==> src/rtl/lfsr_pkg.sv <==
// Shared constants and helpers for the parametrised LFSR generator.
// Covers the mode encodings, a table of maximal feedback polynomials and the Fibonacci tap mapping.
package lfsr_pkg;

  localparam int LFSR_FIB = 0;
  localparam int LFSR_GAL = 1;

  localparam int LFSR_MIN_W = 3;
  localparam int LFSR_MAX_W = 32;

  // Maximal-length feedback polynomials, x^WIDTH term omitted (bit k = coeff of x^k).
  function automatic logic [31:0] default_poly(input int width);
    logic [31:0] p;
    p = 32'h0;
    case (width)
      3:       p = 32'h0000_0003;
      4:       p = 32'h0000_0003;
      5:       p = 32'h0000_0005;
      6:       p = 32'h0000_0003;
      7:       p = 32'h0000_0003;
      8:       p = 32'h0000_001D;
      9:       p = 32'h0000_0011;
      10:      p = 32'h0000_0009;
      11:      p = 32'h0000_0005;
      12:      p = 32'h0000_0053;
      13:      p = 32'h0000_001B;
      14:      p = 32'h0000_0443;
      15:      p = 32'h0000_0003;
      16:      p = 32'h0000_100B;
      17:      p = 32'h0000_0009;
      18:      p = 32'h0000_0081;
      19:      p = 32'h0000_0027;
      20:      p = 32'h0000_0009;
      21:      p = 32'h0000_0005;
      22:      p = 32'h0000_0003;
      23:      p = 32'h0000_0021;
      24:      p = 32'h0000_0087;
      25:      p = 32'h0000_0009;
      26:      p = 32'h0000_0047;
      27:      p = 32'h0000_0027;
      28:      p = 32'h0000_0009;
      29:      p = 32'h0000_0005;
      30:      p = 32'h0000_0053;
      31:      p = 32'h0000_0009;
      32:      p = 32'h0040_0007;
      default: p = 32'h0000_0003;
    endcase
    return p;
  endfunction

  // Fibonacci taps: coefficient of x^k drives state bit WIDTH-1-k.
  function automatic logic [31:0] fib_mask(input logic [31:0] poly, input int width);
    logic [31:0] m;
    m = 32'h0;
    for (int k = 0; k < LFSR_MAX_W; k++) begin
      if (k < width) begin
        m[width-1-k] = poly[k];
      end
    end
    return m;
  endfunction

endpackage

==> src/rtl/lfsr_step.sv <==
// Combinational single-shift next-state function of an LFSR.
// The top chains several copies of this block to take multiple shifts per clock.
module lfsr_step
  import lfsr_pkg::*;
#(
  parameter int          WIDTH = 8,
  parameter logic [31:0] POLY  = 32'h71,
  parameter int          MODE  = LFSR_FIB
) (
  input  logic [WIDTH-1:0] s,
  output logic [WIDTH-1:0] s_next
);

  localparam logic [31:0]      FMASK_FULL = fib_mask(POLY, WIDTH);
  localparam logic [WIDTH-1:0] FMASK      = FMASK_FULL[WIDTH-1:0];
  localparam logic [WIDTH-1:0] TAPS       = POLY[WIDTH-1:0];

  generate
    if (MODE == LFSR_GAL) begin : g_galois
      // Feedback from the outgoing MSB is folded into every tapped position.
      assign s_next = {s[WIDTH-2:0], 1'b0} ^ (s[WIDTH-1] ? TAPS : '0);
    end else begin : g_fibonacci
      assign s_next = {s[WIDTH-2:0], ^(s & FMASK)};
    end
  endgenerate

endmodule

==> src/rtl/lfsr_gen.sv <==
// Parametrised LFSR generator with seed load, clock enable, zero-seed protection,
// period-wrap detection and a count of enabled cycles since the last seed or wrap.
module lfsr_gen
  import lfsr_pkg::*;
#(
  parameter int          WIDTH = 8,
  parameter logic [31:0] POLY  = 32'h71,
  parameter int          MODE  = LFSR_FIB,
  parameter int          STEPS = 1,
  parameter logic [31:0] SEED  = 32'd1
) (
  input  logic             clk,
  input  logic             reset,
  input  logic             en,
  input  logic             load,
  input  logic [WIDTH-1:0] seed_in,
  output logic [WIDTH-1:0] data,
  output logic             serial_out,
  output logic             wrap,
  output logic [WIDTH-1:0] seq_cnt,
  output logic             zero_fix
);

  localparam logic [WIDTH-1:0] ONE      = {{(WIDTH-1){1'b0}}, 1'b1};
  localparam logic [WIDTH-1:0] SEED_W   = SEED[WIDTH-1:0];
  localparam logic [WIDTH-1:0] RST_SEED = (SEED_W == '0) ? ONE : SEED_W;

  logic [WIDTH-1:0] data_reg, data_next;
  logic [WIDTH-1:0] seed_reg, seed_next;
  logic [WIDTH-1:0] cnt_reg, cnt_next;
  logic             wrap_reg, wrap_next;
  logic             zfix_reg, zfix_next;

  // chain[0] is the current state; chain[STEPS] is the state after a full enabled cycle.
  logic [WIDTH-1:0] chain [0:STEPS];
  logic [WIDTH-1:0] stepped;

  assign chain[0] = data_reg;

  genvar gi;
  generate
    for (gi = 0; gi < STEPS; gi++) begin : g_step
      lfsr_step #(
        .WIDTH (WIDTH),
        .POLY  (POLY),
        .MODE  (MODE)
      ) u_step (
        .s      (chain[gi]),
        .s_next (chain[gi+1])
      );
    end
  endgenerate

  assign stepped = chain[STEPS];

  // Load beats enable; a zero seed is replaced by one so the lock-up state is never entered.
  always_comb begin
    data_next = data_reg;
    seed_next = seed_reg;
    cnt_next  = cnt_reg;
    wrap_next = 1'b0;
    zfix_next = 1'b0;
    if (load) begin
      cnt_next = '0;
      if (seed_in == '0) begin
        data_next = ONE;
        seed_next = ONE;
        zfix_next = 1'b1;
      end else begin
        data_next = seed_in;
        seed_next = seed_in;
      end
    end else if (en) begin
      data_next = stepped;
      if (stepped == seed_reg) begin
        wrap_next = 1'b1;
        cnt_next  = '0;
      end else begin
        cnt_next = cnt_reg + ONE;
      end
    end
  end

  always_ff @(posedge clk) begin
    if (reset) begin
      data_reg <= RST_SEED;
      seed_reg <= RST_SEED;
      cnt_reg  <= '0;
      wrap_reg <= 1'b0;
      zfix_reg <= 1'b0;
    end else begin
      data_reg <= data_next;
      seed_reg <= seed_next;
      cnt_reg  <= cnt_next;
      wrap_reg <= wrap_next;
      zfix_reg <= zfix_next;
    end
  end

  assign data       = data_reg;
  assign serial_out = data_reg[WIDTH-1];
  assign wrap       = wrap_reg;
  assign seq_cnt    = cnt_reg;
  assign zero_fix   = zfix_reg;

endmodule

==> config.mk <==
export PLATFORM = sky130hd
export DESIGN_NAME = lfsr_gen
export DESIGN_NICKNAME = d
export VERILOG_FILES = /design/src/rtl/lfsr_pkg.sv /design/src/rtl/lfsr_step.sv /design/src/rtl/lfsr_gen.sv
export SDC_FILE = /design/constraint.sdc
export NUM_CORES = 1
export LEC_CHECK = 0
export CAP_MARGIN = 15
export CORE_MARGIN = 3
export CORE_UTILIZATION = 47
export CTS_CLUSTER_SIZE = 16
export DETAILED_ROUTE_END_ITERATION = 10
export PLACE_DENSITY_LB_ADDON = 0.15
export SLEW_MARGIN = 10
export SYNTH_ARGS = -nofsm -noshare
export SYNTH_HDL_FRONTEND = slang
export SYNTH_SLANG_ARGS = --single-unit
==> constraint.sdc <==
create_clock -name clk -period 2.2 [get_ports clk]
set_clock_uncertainty 0.1 [all_clocks]
set_input_delay 0.22 -clock clk [delete_from_list [all_inputs] [get_ports clk]]
set_output_delay 0.22 -clock clk [all_outputs]
set_load 0.02 [all_outputs]
==> out/metrics.sh, run 1 <==
OUTCOME='complete, no violations'
POST_CTS.RESIZED_INSTANCES=0
SYNTH_AREA_PER_CELL_SQ_UM=9.50
GPL.FINAL_WEIGHTED_CONGESTION=0.778
SETUP_VIOL=0
DIE-WIDTH_UM=56.7
DIE_AREA_SQ_UM=3210
DRIVE_GT1_FRAC=0.0573
PIN_COUNT_OF_THE_BIGGEST_NET_ENTERING_GLOBAL_ROUTING=20
VDD_DROP_MAX_V=0.000468
WORST_SETUP_PATH_END_KIND='flip-flop'
FIRST_PASS_GRT_WIRE_LENGTH_UM=4260
IOPINCOUNT=31
ROUTED_VIA_DENSITY=5.18
CP_SLOWEST_STAGE_DELAY_NS=0.44
CTS_MADE_BUFFERS=3
GR-USAGE-ALL-LAYERS=0.166
PORT-BUFFER-COUNT=30
YOSYS-TOP-CELLS-AREA='sky130_fd_sc_hd__dfxtp_1, sky130_fd_sc_hd__mux2i_1, sky130_fd_sc_hd__nor2_1'
NETLIST.TOP_CELL.BY_AREA='sky130_fd_sc_hd__dfxtp_1'
FINAL_NET_COUNT=171
AVGROUTEDWIREPERCELL_UM=13.7
LAYOUT_COMMONEST_CELL='sky130_fd_sc_hd__nor2_1'
FP.COREAREA_SQ_UM=2320
TIMING_MAX_TRANSITION_VIOLATIONS_FINAL=0
POST-SYNTH-TOP-AREA-FRACTION=0.432
HOLDBUFCOUNTCTS=0
PATH_MAX_FANOUT=8
WORST-ENDPOINT-ARRIVAL_NS=1.91
CTS-ROOT-BUF='sky130_fd_sc_hd__clkbuf_4'
PATH_CLASS_OF_THE_LOWEST_SLACK_MIN_DELAY_PATH='flip-flop to flip-flop'
POSTSYNTHREGISTERBITS=26
CELLLEAKAGEPOWER_uW=0.000596
ROUTE.VIAS.TOTAL=959
PROPORTION_OF_SYNTHESIZED_CHIP_AREA_IN_SEQUENTIAL_CELLS=0.432
POST-CTS-SETUP-BUFFERS=0
CTS_TREE='done'
REGTOREGSETUPSLACK_NS=0.40
FIN_CRIT_NS=1.80
HTREEDEPTH=1
FIN_CRIT_SH=0.818
ROUTE.DETAILED.DRC=0
CLKLATENCYLATEPIN_NS=0.32
VIA_COUNT_OF_THE_FIRST_GLOBAL_ROUTING_PASS=948
GRT_REMAINING_OVERFLOW=0
SYNTH_CELLS=127
REG2REG_DEPTH=4
NUMBER_OF_ANTENNA_VIOLATIONS_AT_THE_FIRST_CHECK_IN_GLOBAL_ROUTING=0
FINALSETUPTNS_NS=0
CRITPATHREQUIREDTIME_NS=2.31
POWER_DENSITY_nW_PER_UM2=651
SYNTHDISTINCTLIBCELLS=24
DP_HPWL_UM=1880
MAX_FREQ_MHz=555
WORSTPATHCELLLIST='xnor2_1 -> xor3_2 -> o31ai_4 -> nor2_1'
SYNTHTOLAYOUTAREAGROWTH_PCT=29.5
PRE_REPAIR_DR_ITERATION_COUNT=4
DRT_FIRST_ITER_VIOLATIONS=20
SYNTH-WARNING-COUNT=0
CRITICAL_PATH.STARTPOINT_TYPE='flip-flop'
MAPPEDNETLISTNETS=140
START_UTIL=0.520
UTILIZATION=0.674
STD_CELL_ROWS=17
DESIGN_POWER_TOTAL_uW=1020
POSTROUTEANTENNANETS=0
DIE-HEIGHT_UM=56.7
FILL_CELLS=208
FINALHOLDVIOLATIONS=0
CTS-ROOT-TO-SINK-BUFFERS=2
CTS.REPORTEDPATHS.CLKPINSLEW_NS=0.14
MIN_PATH_CELLS=1
CRIT_SLOWEST_CELL='sky130_fd_sc_hd__xor3_2'
CTS.SINK_COUNT=26
N_ANTENNA_CELL=0
RSZ_0062_RAISED_AFTER_GLOBAL_ROUTING='no'
DP_AREA_SQ_UM=1510
MAXCAPVIOLATIONS=0
POST_SYNTHESIS_INSTANCE_AREA_SQ_UM=1210
HEADROOM_TO_THE_MAX_SLEW_LIMIT=0.737
WORST_PIN_SLEW_NS=0.393
FINAL_CELL_AREA_SQ_UM=1560
LAYOUT.CELLS.MOST_COMMON_LIST='sky130_fd_sc_hd__nor2_1, sky130_fd_sc_hd__clkdlybuf4s50_1, sky130_fd_sc_hd__dfxtp_1, sky130_fd_sc_hd__mux2i_1, sky130_fd_sc_hd__xnor2_1'
ROUTE.FINAL.WIRE_LENGTH_UM=2540
CRITICALPATHCATEGORY='flip-flop to flip-flop'
[where the power goes]
| part | switching, uW | internal (uW) |
|---|---|---|
| registers | 21.1 | 491 |
| clock network | 138 | 184 |
| logic | 87.9 | 94.6 |
[logic make-up after synthesis]
group,share of synthesized area
AOI/OAI and AO/OA,0.0737
xor gates and xnor gates,0.144
adders and majority gates,0.0104
buffers and inverters,0.0487
DFF,0.432
muxes,0.124
and+or+nand+nor,0.167
[routing by layer]
| layer | GRT usage | wire length (um) |
|---|---|---|
| met5 | 0 | 0 |
| met4 | 0.0712 | 17 |
| met3 | 0.0368 | 148 |
| met2 | 0.259 | 1170 |
| met1 | 0.220 | 1200 |
[final timing paths]
path	from	to
max	data[2]	seq_cnt[2]
min	seed_reg[0]	seed_reg[0]
max reg2reg	data[2]	seq_cnt[2]
min reg2reg	seed_reg[0]	seed_reg[0]
[synth_stat cells (all sizes together)]
library cell,number
nor2,33
dfxtp,26
mux2i,15
xnor2,14
a21oi,7
buf,5
nand2,5
nand4,4
xor2,3
a211o,2
clkbuf,2
nor4,2
a211oi,1
ha,1
inv,1
nor3,1
nor4b,1
o21a,1
o31ai,1
or4,1
xor3,1
[layout make-up]
cell class                      instances  area [sq um]  share of cell area
Inverter                                1          3.75             0.00240
Sequential cell                        26           520               0.333
Clock inverter                          1          30.0              0.0192
Multi-Input combinational cell         93           627               0.401
Clock buffer                            3          22.5              0.0144
Tap cell                               28          35.0              0.0224
Timing Repair Buffer                   33           323               0.207
[metrics by stage]
stage | setup WS (ns) | std cells | hold slack [ns]
4_1_cts | 0.401 | 185 | 0.392
5_1_grt | 0.271 | 185 | 0.411
3_3_place_gp | 0.334 | 181 | 0.346
3_5_place_dp | 0.290 | 181 | 0.359
6_report | 0.400 | 185 | 0.387
2_1_floorplan | 0.487 | 127 | 0.195
[worst max-delay path, delay by kind of cell (launching register included)]
kind	cells	cell delay, ns
simple gates	1	0.09
flops	1	0.39
compound gates	1	0.35
xor+xnor	2	0.77
Note: power is estimated with default switching activity, not from simulation.
==> run 2, diff against run 1 <==
--- a/config.mk
+++ b/config.mk
@@ -7,7 +7,7 @@
 export LEC_CHECK = 0
 export CAP_MARGIN = 15
 export CORE_MARGIN = 3
-export CORE_UTILIZATION = 47
+export CORE_UTILIZATION = 43
 export CTS_CLUSTER_SIZE = 16
 export DETAILED_ROUTE_END_ITERATION = 10
 export PLACE_DENSITY_LB_ADDON = 0.15
==> constraint.sdc (replaced) <==
create_clock -name clk -period 1.4 [get_ports clk]
set_clock_uncertainty 0.1 [all_clocks]
set_input_delay 0.14 -clock clk [delete_from_list [all_inputs] [get_ports clk]]
set_output_delay 0.14 -clock clk [all_outputs]
set_load 0.02 [all_outputs]
==> out/metrics.sh, run 2 (same netlist as run 1, synthesis figures left out) <==
OUTCOME='finished with violations'
VIOLATIONS_IN_THE_FINAL_REPORTS='setup timing'
CELLLEAKAGEPOWER_uW=0.000840  # +41%
FINALHOLDVIOLATIONS=0  # unchanged
ROUTED_VIA_DENSITY=4.92  # -5.2%
RSZ_0062_RAISED_AFTER_GLOBAL_ROUTING='yes'
DIE_AREA_SQ_UM=3480  # +8.3%
PORT-BUFFER-COUNT=30  # unchanged
TIMING_MAX_TRANSITION_VIOLATIONS_FINAL=0  # unchanged
WORST_SETUP_PATH_END_KIND='flip-flop'
CTS-ROOT-TO-SINK-BUFFERS=2  # unchanged
MIN_PATH_CELLS=3  # +2
CRIT_SLOWEST_CELL='sky130_fd_sc_hd__dfxtp_4'
GPL.FINAL_WEIGHTED_CONGESTION=0.774  # -0.59%
CTS.SINK_COUNT=26  # unchanged
CRITICALPATHCATEGORY='flip-flop to flip-flop'
STD_CELL_ROWS=18  # +1
DRIVE_GT1_FRAC=0.314  # +0.256
MULTI_INPUT_COMB_AREA_SQ_UM=709  # +13%
CRIT-REG2REG-CAPTURE='seq_cnt[1]'
POSTROUTEANTENNANETS=0  # unchanged
DIE-WIDTH_UM=59.0  # +4.1%
POST_LAYOUT_NONFILLER_INSTANCES=215  # +16%
PATH_CLASS_OF_THE_LOWEST_SLACK_MIN_DELAY_PATH='input port to flip-flop'
WORST-ENDPOINT-ARRIVAL_NS=1.73  # -0.18 ns
AVGROUTEDWIREPERCELL_UM=12.7  # -7.2%
PIN_COUNT_OF_THE_BIGGEST_NET_ENTERING_GLOBAL_ROUTING=15  # -25%
HTREEDEPTH=1  # unchanged
CRITPATHREQUIREDTIME_NS=1.52  # -0.79 ns
VDD_DROP_MAX_V=0.000926  # +98%
DIE-HEIGHT_UM=59.0  # +4.1%
CTS.REPORTEDPATHS.CLKPINSLEW_NS=0.13  # about the same
STARTPOINT='data[1]'
FILL_CELLS=207  # -0.48%
CTS_MADE_BUFFERS=3  # unchanged
TIGHTEST_HOLD_MARGIN_NS=0.0337  # -0.353 ns
FIN_CRIT_NS=1.61  # -0.192 ns
CTS-ROOT-BUF='sky130_fd_sc_hd__clkbuf_4'
HOLDCRITSTARTPOINT='seed_in[4]'
NUMBER_OF_ANTENNA_VIOLATIONS_AT_THE_FIRST_CHECK_IN_GLOBAL_ROUTING=0  # unchanged
GR-USAGE-ALL-LAYERS=0.171  # +0.00503
ROUTE.DETAILED.DRC=0  # unchanged
WORSTPATHCELLLIST='xnor2_4 -> xor3_2 -> o31ai_4 -> buf_6 -> nor2_1'
FINALSETUPTNS_NS=-1.87  # -1.87 ns
FIN_CRIT_SH=1.15  # +0.330
DP_HPWL_UM=2090  # +11%
GRT_REMAINING_OVERFLOW=0  # unchanged
FIRST_PASS_GRT_WIRE_LENGTH_UM=4510  # +5.8%
HEADROOM_TO_THE_MAX_SLEW_LIMIT=0.836  # +0.0986
CTS_TREE='done'
TIMING.RR.START='data[1]'
LAYOUT.CELLS.MOST_COMMON_LIST='sky130_fd_sc_hd__nor2_1, sky130_fd_sc_hd__buf_4, sky130_fd_sc_hd__dfxtp_1, sky130_fd_sc_hd__mux2i_1, sky130_fd_sc_hd__dlygate4sd2_1'
MAX_FREQ_MHz=622  # +12%
LAYOUT_COMMONEST_CELL='sky130_fd_sc_hd__nor2_1'
PLACE.DETAILED.INSTANCES=205  # +13%
MAXCAPVIOLATIONS=0  # unchanged
DRT_FIRST_ITER_VIOLATIONS=33  # +65%
SETUP_VIOL=10  # +10
REGTOREGSETUPSLACK_NS=-0.21  # -0.61 ns
VIA_COUNT_OF_THE_FIRST_GLOBAL_ROUTING_PASS=1051  # +11%
START_UTIL=0.470  # -0.0505
IOPINCOUNT=31  # unchanged
FINALWORSTSETUPSLACK_NS=-0.208  # -0.608 ns
SYNTHTOLAYOUTAREAGROWTH_PCT=52.3
REG2REG_DEPTH=5  # +1
CP_SLOWEST_STAGE_DELAY_NS=0.39  # -0.05 ns
ROUTE.VIAS.TOTAL=1057  # +10%
ROUTE.FINAL.WIRE_LENGTH_UM=2740  # +7.9%
PATH_MAX_FANOUT=5  # -3
SEQ_AREA_SQ_UM=536  # +2.9%
POWER_DENSITY_nW_PER_UM2=860  # +32%
CRITICAL_PATH.STARTPOINT_TYPE='flip-flop'
FP.COREAREA_SQ_UM=2570  # +11%
WORST_PIN_SLEW_NS=0.245  # -0.147 ns
WORST_HOLD_PATH.ENDPOINT='data[4]'
PRE_REPAIR_DR_ITERATION_COUNT=4  # unchanged
N_ANTENNA_CELL=0  # unchanged
CLKLATENCYLATEPIN_NS=0.31  # about the same
FINAL_NET_COUNT=199  # +16%
HOLDBUFCOUNTCTS=0  # unchanged
-- run 2: cell types whose count changed in the layout (fill, tap and decap cells not counted), moves of 3 or more --
cell	delta
sky130_fd_sc_hd__dfxtp_1	-4
sky130_fd_sc_hd__xnor2_1	-5
sky130_fd_sc_hd__xnor2_2	+4
sky130_fd_sc_hd__dfxtp_4	+4
sky130_fd_sc_hd__dlymetal6s2s_1	+3
sky130_fd_sc_hd__clkbuf_2	+4
sky130_fd_sc_hd__buf_4	+27
sky130_fd_sc_hd__dlygate4sd2_1	+10
sky130_fd_sc_hd__clkdlybuf4s50_1	-21
-- run 2: through the flow --
step                      setup slack [ns]  total power, uW  utilization  area [sq um]
after floorplan                     -0.154             1020            -          1250
after global placement              -0.364             1180        0.669          1720
after detailed placement            -0.391             1180        0.669          1720
after CTS                           -0.188             1570        0.693          1780
after global routing                -0.265             1670        0.715          1840
final                               -0.208             1580        0.715          1840
-- run 2: worst max path at each step --
stage	cells past startpoint	to
2_1_floorplan	4	seq_cnt[0]
3_3_place_gp	5	data[0]
3_5_place_dp	5	data[0]
4_1_cts	5	seq_cnt[7]
5_1_grt	5	seq_cnt[0]
6_report	5	seq_cnt[1]
-- run 2: where the power goes --
group	switching (uW)	internal, uW	total, uW
clock network	206	159	365
logic	181	234	415
registers	30.1	770	800
total	417	1160	1580
-- run 2: routing by layer --
metal,up-vias,routed length (um),part of all wire,GRT usage
met5,-,0,0,0
li1,545,-,-,-
met3,2,124,0.045,0.0504
met4,0,13,0.0047,0.0291
met1,489,1160,0.42,0.204
met2,21,1440,0.53,0.308
-- run 2: final cells by class --
class	count	area share
clock buffers	4	0.0198
inverters	1	0.00204
multi-input cells	93	0.386
flip-flops and latches	26	0.292
well taps	30	0.0204
repair buffers	61	0.280
-- run 2: critical path, delay by kind of cell (launching register included) --
kind | cells | cell delay, ns
compound gates | 1 | 0.28
xor+xnor | 2 | 0.57
flops | 1 | 0.39
simple gates | 1 | 0.04
buf+inv | 1 | 0.15
-- run 2: repair_timing --
item | 4_1_cts | 5_1_grt
resized for setup | 31 | 18
setup buffers | 3 | 3
endpoints found under the setup margin | 30 | 19
pin swaps | 5 | 5
==> run 3, diff against run 2 <==
--- a/config.mk
+++ b/config.mk
@@ -6,11 +6,13 @@
 export NUM_CORES = 1
 export LEC_CHECK = 0
 export CAP_MARGIN = 15
+export CORE_ASPECT_RATIO = 1.2
 export CORE_MARGIN = 3
 export CORE_UTILIZATION = 43
 export CTS_CLUSTER_SIZE = 16
 export DETAILED_ROUTE_END_ITERATION = 10
 export PLACE_DENSITY_LB_ADDON = 0.15
+export RECOVER_POWER = 50
 export SLEW_MARGIN = 10
 export SYNTH_ARGS = -nofsm -noshare
 export SYNTH_HDL_FRONTEND = slang
==> out/metrics.sh, run 3 (same netlist as run 1, synthesis figures left out) <==
CTS.REPORTEDPATHS.CLKPINSLEW_NS=0.14  # about the same
FIN_CRIT_SH=1.10  # -0.0439
WORST_PIN_SLEW_NS=0.411  # +0.166 ns
ROUTE.FINAL.WIRE_LENGTH_UM=2740  # about the same
CRIT_SLOWEST_CELL='sky130_fd_sc_hd__xor3_2'
MAX_FREQ_MHz=647  # +4.0%
CRITPATHREQUIREDTIME_NS=1.53  # about the same
POSTROUTEANTENNANETS=0  # unchanged
IOPINCOUNT=31  # unchanged
REG2REG_DEPTH=5  # unchanged
COMBPWRFRAC=0.244  # -0.019
POWER_DENSITY_nW_PER_UM2=876  # +1.8%
DIE_AREA_SQ_UM=3480  # about the same
CRIT_END='seq_cnt[1]'
FINALHOLDVIOLATIONS=0  # unchanged
DIE-WIDTH_UM=54.3  # -7.8%
CTS_MADE_BUFFERS=3  # unchanged
WORST_SETUP_PATH_END_KIND='flip-flop'
DESIGN_POWER_TOTAL_uW=1570  # -0.39%
INTERNAL_PORTION_OF_TOTAL_POWER_uW=1140  # -1.6%
N_ANTENNA_CELL=0  # unchanged
RSZ_0062_RAISED_AFTER_GLOBAL_ROUTING='yes'
ROUTE.VIAS.TOTAL=1058  # +0.095%
LAYOUT_COMMONEST_CELL='sky130_fd_sc_hd__nor2_1'
DRT_FIRST_ITER_VIOLATIONS=17  # -48%
DRIVE_GT1_FRAC=0.306  # -0.00796
CTS-ROOT-TO-SINK-BUFFERS=2  # unchanged
GPL.FINAL_WEIGHTED_CONGESTION=0.796  # +2.9%
PORT-BUFFER-COUNT=30  # unchanged
TIMING.CRITICAL_PATH.DEPTH=5  # unchanged
OUTCOME='finished with violations'
STARTPOINT='data[7]'
FIN_CRIT_NS=1.55  # -0.0614 ns
DP_WORST_SETUP_SLACK_NS=-0.404  # -0.0125 ns
TIMING_MAX_TRANSITION_VIOLATIONS_FINAL=0  # unchanged
AVGROUTEDWIREPERCELL_UM=12.9  # +0.87%
CRIT-REG2REG-CAPTURE='seq_cnt[1]'
FIRST_PASS_GRT_WIRE_LENGTH_UM=4790  # +6.3%
POWER_SWITCHING_SHARE=0.273  # +0.00912
FP.COREAREA_SQ_UM=2600  # +1.4%
CP_SLOWEST_STAGE_DELAY_NS=0.42  # +0.03 ns
CRITICAL_PATH.STARTPOINT_TYPE='flip-flop'
FINALSETUPTNS_NS=-1.17  # +0.700 ns
TIGHTEST_HOLD_MARGIN_NS=0.0376  # +0.00392 ns
ROUTE.DETAILED.DRC=0  # unchanged
HOLDBUFCOUNTCTS=0  # unchanged
VIOLATIONS_IN_THE_FINAL_REPORTS='setup timing'
WORST-ENDPOINT-ARRIVAL_NS=1.67  # -0.06 ns
REGTOREGSETUPSLACK_NS=-0.15  # +0.06 ns
PWR-SHARE-CLK=0.243  # +0.012
CTS-ROOT-BUF='sky130_fd_sc_hd__clkbuf_4'
WORSTPATHCELLLIST='xnor2_4 -> xor3_2 -> o31ai_4 -> buf_6 -> nor2_1'
STD_CELL_ROWS=20  # +2
PATH_MAX_FANOUT=8  # +3
CELLLEAKAGEPOWER_uW=0.000807  # -3.9%
NUMBER_OF_ANTENNA_VIOLATIONS_AT_THE_FIRST_CHECK_IN_GLOBAL_ROUTING=0  # unchanged
MAXCAPVIOLATIONS=0  # unchanged
SEQ_POWER_SHARE=0.513  # +0.007
SYNTHTOLAYOUTAREAGROWTH_PCT=49.0
GR-USAGE-ALL-LAYERS=0.183  # +0.0119
CRITICALPATHCATEGORY='flip-flop to flip-flop'
DIE-HEIGHT_UM=64.0  # +8.6%
WORST-PATH-BUF-INV=1  # unchanged
FINALWORSTSETUPSLACK_NS=-0.147  # +0.0614 ns
CLKLATENCYLATEPIN_NS=0.32  # about the same
VDD_DROP_MAX_V=0.000593  # -36%
GRT_REMAINING_OVERFLOW=0  # unchanged
START_UTIL=0.463  # -0.00632
VIA_COUNT_OF_THE_FIRST_GLOBAL_ROUTING_PASS=1055  # +0.38%
SETUP_VIOL=9  # -1
DP_HPWL_UM=2090  # about the same
TIMING.RR.START='data[7]'
CRITICAL_PATH.TOP_DELAY_FAMILY='XOR/XNOR gates'
CTS_TREE='done'
ROUTED_VIA_DENSITY=4.97  # +1.0%
FINAL_NET_COUNT=194  # -2.5%
HEADROOM_TO_THE_MAX_SLEW_LIMIT=0.726  # -0.110
CTS.SINK_COUNT=26  # unchanged
SWITCHINGPOWER_uW=430  # +3.1%
PRE_REPAIR_DR_ITERATION_COUNT=4  # unchanged
PATH_CLASS_OF_THE_LOWEST_SLACK_MIN_DELAY_PATH='input port to flip-flop'
HTREEDEPTH=1  # unchanged
PIN_COUNT_OF_THE_BIGGEST_NET_ENTERING_GLOBAL_ROUTING=18  # +3
LAYOUT.CELLS.MOST_COMMON_LIST='sky130_fd_sc_hd__nor2_1, sky130_fd_sc_hd__buf_4, sky130_fd_sc_hd__dfxtp_1, sky130_fd_sc_hd__mux2i_1, sky130_fd_sc_hd__dlygate4sd2_1'
[run 3: timing repair]
item / CTS / global route
buffers inserted: 1 / 2
resized for setup: 32 / 21
pin swaps: 5 / 5
gates cloned: 0 / 0
setup endpoints to repair: 30 / 19
[run 3: how the worst min path moves through the flow]
| stage | from | end | cells past startpoint |
|---|---|---|---|
| floorplan | seed_in[3] | zero_fix | 1 |
| CTS | seed_in[0] | zero_fix | 4 |
| finish | seed_in[4] | data[4] | 3 |
| global placement | seed_reg[1] | seed_reg[1] | 2 |
| global route | seed_in[4] | data[4] | 3 |
| detailed placement | seed_reg[4] | seed_reg[4] | 2 |
[run 3: power by group through the flow]
stage	logic, uW	registers [uW]	clock network (uW)
3_5_place_dp	355	820	0
6_report	383	807	383
5_1_grt	416	813	431
3_3_place_gp	349	819	0
4_1_cts	364	805	389
2_1_floorplan	180	839	0
[run 3: stage by stage]
stage / util / instance area, sq um / cells
floorplan: - / 1250 / 127
global placement: 0.656 / 1710 / 206
detailed placement: 0.656 / 1710 / 206
CTS: 0.681 / 1770 / 211
global route: 0.690 / 1800 / 213
finish: 0.690 / 1800 / 213
[run 3: tightest hold or removal path: cells and delay by family]
kind / cells / cell delay [ns]
simple gates: 1 / 0.08
compound gates: 1 / 0.08
buf+inv: 1 / 0.13
[run 3: layout make-up]
type / count / area (sq um)
fillers: 226 / 806
multi-input cells: 93 / 716
flip-flops and latches: 26 / 537
repair buffers: 56 / 463
well taps: 33 / 41.3
clock buffers: 4 / 36.3
inverters: 1 / 3.75
[run 3: metal layers]
layer / track usage / vias up / wire length [um]
li1: - / 534 / -
met1: 0.242 / 493 / 1120
met2: 0.308 / 27 / 1490
met3: 0.0210 / 4 / 94
met4: 0.0467 / 0 / 38
met5: 0 / - / 0
